==> src/rtl/hwag_crank_gen_pkg.sv <==
// Shared HWAG constants and state encoding for the synthetic crank-wheel generator.
// Tooth geometry matches the hwag decoder (decoder tcnt top 57 = TEETH-MISSING-1).
package hwag_crank_gen_pkg;

    localparam int PCNT_WIDTH = 24;
    localparam int TCNT_WIDTH = 8;
    localparam int TEETH      = 60;
    localparam int MISSING    = 2;
    localparam int MIN_PERIOD = 4;

    typedef enum logic [0:0] {
        CG_IDLE = 1'b0,
        CG_RUN  = 1'b1
    } crank_gen_state_t;

endpackage

==> src/rtl/hwag_crank_gen_if.sv <==
// Control and wheel-output bundle of the crank generator.
// The master modport is the controlling side; the slave modport is the generator.
interface hwag_crank_gen_if import hwag_crank_gen_pkg::*; ();

    logic                  ena;
    logic [PCNT_WIDTH-1:0] period;
    logic                  period_wr;
    logic                  crank_out;
    logic [TCNT_WIDTH-1:0] tooth_num;
    logic                  tooth_stb;
    logic                  rev_stb;
    logic                  busy;
    logic                  period_err;

    modport master (
        output ena, period, period_wr,
        input  crank_out, tooth_num, tooth_stb, rev_stb, busy, period_err
    );

    modport slave (
        input  ena, period, period_wr,
        output crank_out, tooth_num, tooth_stb, rev_stb, busy, period_err
    );

endinterface

==> src/rtl/hwag_crank_gen_period_ctr.sv <==
// Tooth-period bookkeeping: clamped shadow register, per-tooth active period,
// in-tooth cycle counter and tooth-boundary detection.
module hwag_crank_gen_period_ctr import hwag_crank_gen_pkg::*; #(
    parameter int MIN_PERIOD = hwag_crank_gen_pkg::MIN_PERIOD
) (
    input  logic                  clk,
    input  logic                  rst,
    input  logic [PCNT_WIDTH-1:0] period,
    input  logic                  period_wr,
    input  logic                  start,
    input  logic                  run,
    output logic [PCNT_WIDTH-1:0] pcnt_next,
    output logic [PCNT_WIDTH-1:0] active_next,
    output logic                  boundary,
    output logic                  period_err
);

    localparam logic [PCNT_WIDTH-1:0] MIN_P = PCNT_WIDTH'(MIN_PERIOD);

    logic [PCNT_WIDTH-1:0] shadow_q, shadow_d;
    logic [PCNT_WIDTH-1:0] active_q, active_d;
    logic [PCNT_WIDTH-1:0] pcnt_q, pcnt_d;
    logic                  period_err_q, period_err_d;
    logic                  load;

    function automatic logic [PCNT_WIDTH-1:0] clamp_period(input logic [PCNT_WIDTH-1:0] p);
        return (p < MIN_P) ? MIN_P : p;
    endfunction

    always_comb begin
        // shadow_d already carries a same-edge write, so a write on a boundary
        // lands in the tooth that is just starting
        shadow_d     = period_wr ? clamp_period(period) : shadow_q;
        period_err_d = period_wr ? (period < MIN_P) : period_err_q;
        boundary     = run && (pcnt_q == (active_q - PCNT_WIDTH'(1)));
        load         = start || boundary;
        active_d     = load ? shadow_d : active_q;
        if (load) begin
            pcnt_d = '0;
        end else if (run) begin
            pcnt_d = pcnt_q + PCNT_WIDTH'(1);
        end else begin
            pcnt_d = '0;
        end
    end

    always_ff @(posedge clk) begin
        if (rst) begin
            shadow_q     <= MIN_P;
            active_q     <= MIN_P;
            pcnt_q       <= '0;
            period_err_q <= 1'b0;
        end else begin
            shadow_q     <= shadow_d;
            active_q     <= active_d;
            pcnt_q       <= pcnt_d;
            period_err_q <= period_err_d;
        end
    end

    assign pcnt_next   = pcnt_d;
    assign active_next = active_d;
    assign period_err  = period_err_q;

endmodule

==> src/rtl/hwag_crank_gen.sv <==
// Synthetic 60-2 style crank trigger-wheel generator: run/stop FSM, tooth counter
// and registered wheel outputs aligned with the in-tooth cycle counter.
module hwag_crank_gen import hwag_crank_gen_pkg::*; #(
    parameter int TEETH      = hwag_crank_gen_pkg::TEETH,
    parameter int MISSING    = hwag_crank_gen_pkg::MISSING,
    parameter int MIN_PERIOD = hwag_crank_gen_pkg::MIN_PERIOD
) (
    input  logic             clk,
    input  logic             rst,
    hwag_crank_gen_if.slave  bus
);

    localparam logic [TCNT_WIDTH-1:0] TOOTH_LAST    = TCNT_WIDTH'(TEETH - 1);
    localparam logic [TCNT_WIDTH-1:0] FIRST_MISSING = TCNT_WIDTH'(TEETH - MISSING);

    crank_gen_state_t      state_q, state_d;
    logic [TCNT_WIDTH-1:0] tooth_num_q, tooth_num_d;
    logic                  tooth_stb_q, tooth_stb_d;
    logic                  rev_stb_q, rev_stb_d;
    logic                  busy_q, busy_d;
    logic                  crank_out_q, crank_out_d;

    logic                  start;
    logic                  run;
    logic                  boundary;
    logic [PCNT_WIDTH-1:0] pcnt_next;
    logic [PCNT_WIDTH-1:0] active_next;
    logic                  period_err;

    assign start = (state_q == CG_IDLE) && bus.ena;
    assign run   = (state_q == CG_RUN);

    hwag_crank_gen_period_ctr #(
        .MIN_PERIOD (MIN_PERIOD)
    ) u_period_ctr (
        .clk         (clk),
        .rst         (rst),
        .period      (bus.period),
        .period_wr   (bus.period_wr),
        .start       (start),
        .run         (run),
        .pcnt_next   (pcnt_next),
        .active_next (active_next),
        .boundary    (boundary),
        .period_err  (period_err)
    );

    always_comb begin
        state_d     = state_q;
        tooth_num_d = tooth_num_q;
        tooth_stb_d = 1'b0;
        rev_stb_d   = 1'b0;
        unique case (state_q)
            CG_IDLE: begin
                if (bus.ena) begin
                    state_d     = CG_RUN;
                    tooth_num_d = '0;
                    tooth_stb_d = 1'b1;
                    rev_stb_d   = 1'b1;
                end
            end
            CG_RUN: begin
                if (boundary) begin
                    if (!bus.ena) begin
                        state_d     = CG_IDLE;
                        tooth_num_d = '0;
                    end else begin
                        tooth_num_d = (tooth_num_q == TOOTH_LAST) ? '0 : tooth_num_q + TCNT_WIDTH'(1);
                        tooth_stb_d = 1'b1;
                        rev_stb_d   = (tooth_num_d == '0);
                    end
                end
            end
            default: state_d = CG_IDLE;
        endcase
        busy_d = (state_d == CG_RUN);
        // Next-cycle values keep crank_out aligned with the counter it is derived from
        crank_out_d = busy_d && (tooth_num_d < FIRST_MISSING) && (pcnt_next < (active_next >> 1));
    end

    always_ff @(posedge clk) begin
        if (rst) begin
            state_q     <= CG_IDLE;
            tooth_num_q <= '0;
            tooth_stb_q <= 1'b0;
            rev_stb_q   <= 1'b0;
            busy_q      <= 1'b0;
            crank_out_q <= 1'b0;
        end else begin
            state_q     <= state_d;
            tooth_num_q <= tooth_num_d;
            tooth_stb_q <= tooth_stb_d;
            rev_stb_q   <= rev_stb_d;
            busy_q      <= busy_d;
            crank_out_q <= crank_out_d;
        end
    end

    assign bus.crank_out  = crank_out_q;
    assign bus.tooth_num  = tooth_num_q;
    assign bus.tooth_stb  = tooth_stb_q;
    assign bus.rev_stb    = rev_stb_q;
    assign bus.busy       = busy_q;
    assign bus.period_err = period_err;

endmodule

==> src/flat_wrapper.sv <==
// flat-port wrapper written by rule: the top's interface ports become plain ports
module hwag_crank_gen_flat import hwag_crank_gen_pkg::*;
#(
    parameter int TEETH      = hwag_crank_gen_pkg::TEETH,
    parameter int MISSING    = hwag_crank_gen_pkg::MISSING,
    parameter int MIN_PERIOD = hwag_crank_gen_pkg::MIN_PERIOD
)
  (clk, rst, bus_ena, bus_period, bus_period_wr, bus_crank_out, bus_tooth_num, bus_tooth_stb, bus_rev_stb, bus_busy, bus_period_err);
  hwag_crank_gen_if bus_i ();
  input  logic clk;
  input  logic rst;
  input wire logic [$bits(bus_i.ena)-1:0] bus_ena;
  input wire logic [$bits(bus_i.period)-1:0] bus_period;
  input wire logic [$bits(bus_i.period_wr)-1:0] bus_period_wr;
  output wire logic [$bits(bus_i.crank_out)-1:0] bus_crank_out;
  output wire logic [$bits(bus_i.tooth_num)-1:0] bus_tooth_num;
  output wire logic [$bits(bus_i.tooth_stb)-1:0] bus_tooth_stb;
  output wire logic [$bits(bus_i.rev_stb)-1:0] bus_rev_stb;
  output wire logic [$bits(bus_i.busy)-1:0] bus_busy;
  output wire logic [$bits(bus_i.period_err)-1:0] bus_period_err;
  assign bus_i.ena = bus_ena;
  assign bus_i.period = bus_period;
  assign bus_i.period_wr = bus_period_wr;
  assign bus_crank_out = bus_i.crank_out;
  assign bus_tooth_num = bus_i.tooth_num;
  assign bus_tooth_stb = bus_i.tooth_stb;
  assign bus_rev_stb = bus_i.rev_stb;
  assign bus_busy = bus_i.busy;
  assign bus_period_err = bus_i.period_err;
  hwag_crank_gen #(.TEETH(TEETH), .MISSING(MISSING), .MIN_PERIOD(MIN_PERIOD)) u_core (.clk(clk), .rst(rst), .bus(bus_i));
endmodule
==> config.mk <==
export PLATFORM = sky130hd
export DESIGN_NAME = hwag_crank_gen_flat
export DESIGN_NICKNAME = d
export VERILOG_FILES = /design/src/rtl/hwag_crank_gen_pkg.sv /design/src/rtl/hwag_crank_gen_if.sv /design/src/rtl/hwag_crank_gen_period_ctr.sv /design/src/rtl/hwag_crank_gen.sv /design/src/flat_wrapper.sv
export SDC_FILE = /design/constraint.sdc
export NUM_CORES = 1
export LEC_CHECK = 0
export CORE_MARGIN = 4
export CORE_UTILIZATION = 55
export DETAILED_ROUTE_END_ITERATION = 8
export GPL_ROUTABILITY_DRIVEN = 0
export PLACE_DENSITY = 0.75
export SETUP_SLACK_MARGIN = 0.3
export SYNTH_ARGS = -nofsm -noshare
export SYNTH_HDL_FRONTEND = slang
export SYNTH_HIERARCHICAL = 1
export SYNTH_SLANG_ARGS = --single-unit
==> constraint.sdc <==
create_clock -name clk -period 9.3 [get_ports clk]
set_input_delay 1.86 -clock clk [delete_from_list [all_inputs] [get_ports clk]]
set_output_delay 1.86 -clock clk [all_outputs]
set_load 0.02 [all_outputs]
==> run summary <==
worst slack, placed: 4.04 ns
Post-route DRC: 0
wire length of the first global-routing pass: 22,100 um
antenna violations before repair: 0
VDD IR max: 0.135 mV
CTS Root Cell: clkbuf_8
measured slew at the worst slew-check pin: 0.909 ns
maximum clock skew at final layout: 0.0129 ns
max-capacitance violation count: 0
drt first pass iters: 5
worst min-delay path startpoint: u_core/u_period_ctr/period_err
number of nets produced by synthesis: 691
post-synthesis instance total: 637
critical path's largest stage delay: 0.64 ns
post-route worst setup slack: 4.19 ns
Sw Share: 0.268
biggest fanout along the worst timing path: 31
CTS H-Tree Depth: 3
worst setup path startpoint: u_core/u_period_ctr/active_q[0]
post-cts hold buffer count: 0
final antenna diode count: 0
Top Ports: 41
Total Routing Usage GR: 0.237
result of the run: finished, final reports clean
clock share of power: 0.366
total detailed-routing wirelength: 13,600 um
setup TNS: 0 ns
die area: 11,900 um^2
Critical R2R Launch: u_core/u_period_ctr/active_q[0]
floorplan die height: 109 um
leakage power figure: 0.00251 uW
via count: 4,610
number of warnings issued by yosys: 6
Critical Path Sink Type: flip-flop
total overflow reported by the global router: 0
pin count of the biggest net entering global routing: 87
class of the tightest hold or removal check: reg2reg
Layout fillers: 838
P&R area growth vs syn: 11.9%
Sw Pwr: 230 uW
clock edge transition at the registers on the reported setup and hold paths: 0.09 ns
Max transition margin: 0.394
terminus of the critical flop-to-flop path: u_core/bus.crank_out
shortest clock period the worst path allows after layout: 5.11 ns
crit-path cells: inv_1 -> ha_1 -> nor3b_2 -> nand4_1 -> nor4b_1 -> o21ai_1 -> nor4b_2 -> a311o_1 -> buf_4 -> nor2_1 -> ha_1 -> a211oi_1 -> o21ai_0 -> a41oi_1 -> o221ai_1 -> a211oi_2
Peak Freq: 196 MHz
Worst Setup Start Kind: flip-flop
synthesized area divided by synthesized cell count: 8.86 um^2
detailed router's first-iteration violation count: 221
hold path endpoint: u_core/u_period_ctr/period_err
Detailed Place HPWL: 10,000 um
Core Region: 9860 um^2
number of nets with antenna violations after detailed routing: 0
Post-CTS Resized: 0
Reg power frac: 0.457
Setup violations, final: 0
Pins Over Slew Limit: 0
Data arrival, critical path: 5.41 ns
ratio of total power to cell area: 136 nW/um^2
WL/cell: 17.1 um
Die X-Extent: 109 um
CTS Buf Count: 9
clock tree from TritonCTS: done
depth of the worst register-to-register path: 16
CP Data Required Time: 9.60 ns
post-CTS setup buffer count: 0
CTS Sinks: 85
Final Hold Vio Count: 0
internal reg-to-reg setup slack: 4.19 ns
startpoint-to-endpoint class of the critical path: reg2reg
Starting Density: 0.572
setup repair after global routing missed its margin: false
Bufs on Longest Clock Path: 2
slowest stage cell on the critical path: a311o_1
Syn Std Cell Area: 5650 um^2
via count of the first global-routing pass: 4,565
ratio of routed vias to standard cells: 5.81
insertion delay of the later-clocked pin in the worst-skew pair: 0.38 ns
fraction of layout cells with a size suffix above 1: 0.144
nets: 711
most used cell, CP: ha_1
number of rows in the core area: 36
combinational share of power: 0.177
Min-Delay Path Depth: 2
period utilization: 0.549
buffers added on ports: 40
Internal Power: 628 uW
==> power groups by stage <==
stage	Combinational [uW]	Clock (uW)	Sequential, uW
after CTS	151	322	392
after global routing	166	337	394
after global placement	146	0	400
after floorplan	113	0	394
after detailed placement	150	0	401
final	152	314	392
==> final cells by class <==
cell class,count,area (um^2),share of cell area
clock buffer,9,124,0.0196
sequential,85,1700,0.269
tap,133,166,0.0263
clock inverter,6,113,0.0178
timing repair buffer,44,425,0.0673
multi-input combinational,486,3670,0.581
inverter,31,116,0.0184
==> placed cells by master, fill, tap and decap left out, types with 3 or more instances in the layout <==
master	count
a21o_1	6
a21oi_1	15
a22o_1	3
a31oi_1	3
and2_1	3
and3_1	13
and4_1	4
buf_4	4
bufinv_16	3
clkbuf_8	9
clkdlybuf4s50_1	39
dfxtp_1	85
ha_1	26
inv_1	31
mux2_1	9
mux2_2	52
mux2_4	8
mux2i_1	4
nand2_1	22
nand2b_1	6
nand3_1	16
nand3b_1	6
nand4_1	10
nand4b_1	3
nor2_1	54
nor2b_1	52
nor3_1	38
nor3b_1	4
nor4_1	8
nor4_4	4
nor4b_1	3
o21ai_0	15
o22ai_1	4
or3_1	4
or4_1	4
xnor2_1	29
xor2_1	25
==> registers in the layout, summed over array words and instances, names as in the netlist <==
name                            count
u_core/bus.tooth_stb                1
u_core/bus.crank_out                1
u_core/u_period_ctr/period_err      1
u_core/u_period_ctr/pcnt_q         24
u_core/u_period_ctr/shadow_q       24
u_core/bus.busy                     1
u_core/bus.tooth_num                8
u_core/u_period_ctr/active_q       24
u_core/bus.rev_stb                  1
==> per-stage QoR <==
stage	util	total power [uW]	instance area [um^2]	hold WS, ns	cells
floorplan	-	507	5650	0.469	637
global placement	0.616	546	6080	0.476	779
detailed placement	0.616	551	6080	0.483	779
CTS	0.640	865	6320	0.508	794
global route	0.640	897	6320	0.564	794
finish	0.640	858	6320	0.506	794
==> per-layer routing <==
metal | track usage | share of wire
met5 | 0 | 0
met4 | 0.0917 | 0.023
met3 | 0.0593 | 0.050
met2 | 0.407 | 0.50
met1 | 0.285 | 0.43
==> worst max path at each step <==
stage	to	slack (ns)	cells after the start
finish	u_core/bus.crank_out	4.19	16
global route	u_core/bus.crank_out	3.76	16
CTS	u_core/bus.crank_out	4.22	16
detailed placement	u_core/bus.crank_out	4.04	13
global placement	u_core/bus.crank_out	4.10	13
floorplan	u_core/bus.crank_out	4.97	11
==> worst max-delay path, delay by kind of cell, from the launching register on <==
kind	cells	cell delay, ns
fa+ha+maj	2	0.56
simple gates	5	1.78
buf+inv	2	0.51
flops	1	0.38
compound gates	7	1.78
No activity file was read; power rests on OpenSTA's default activity.
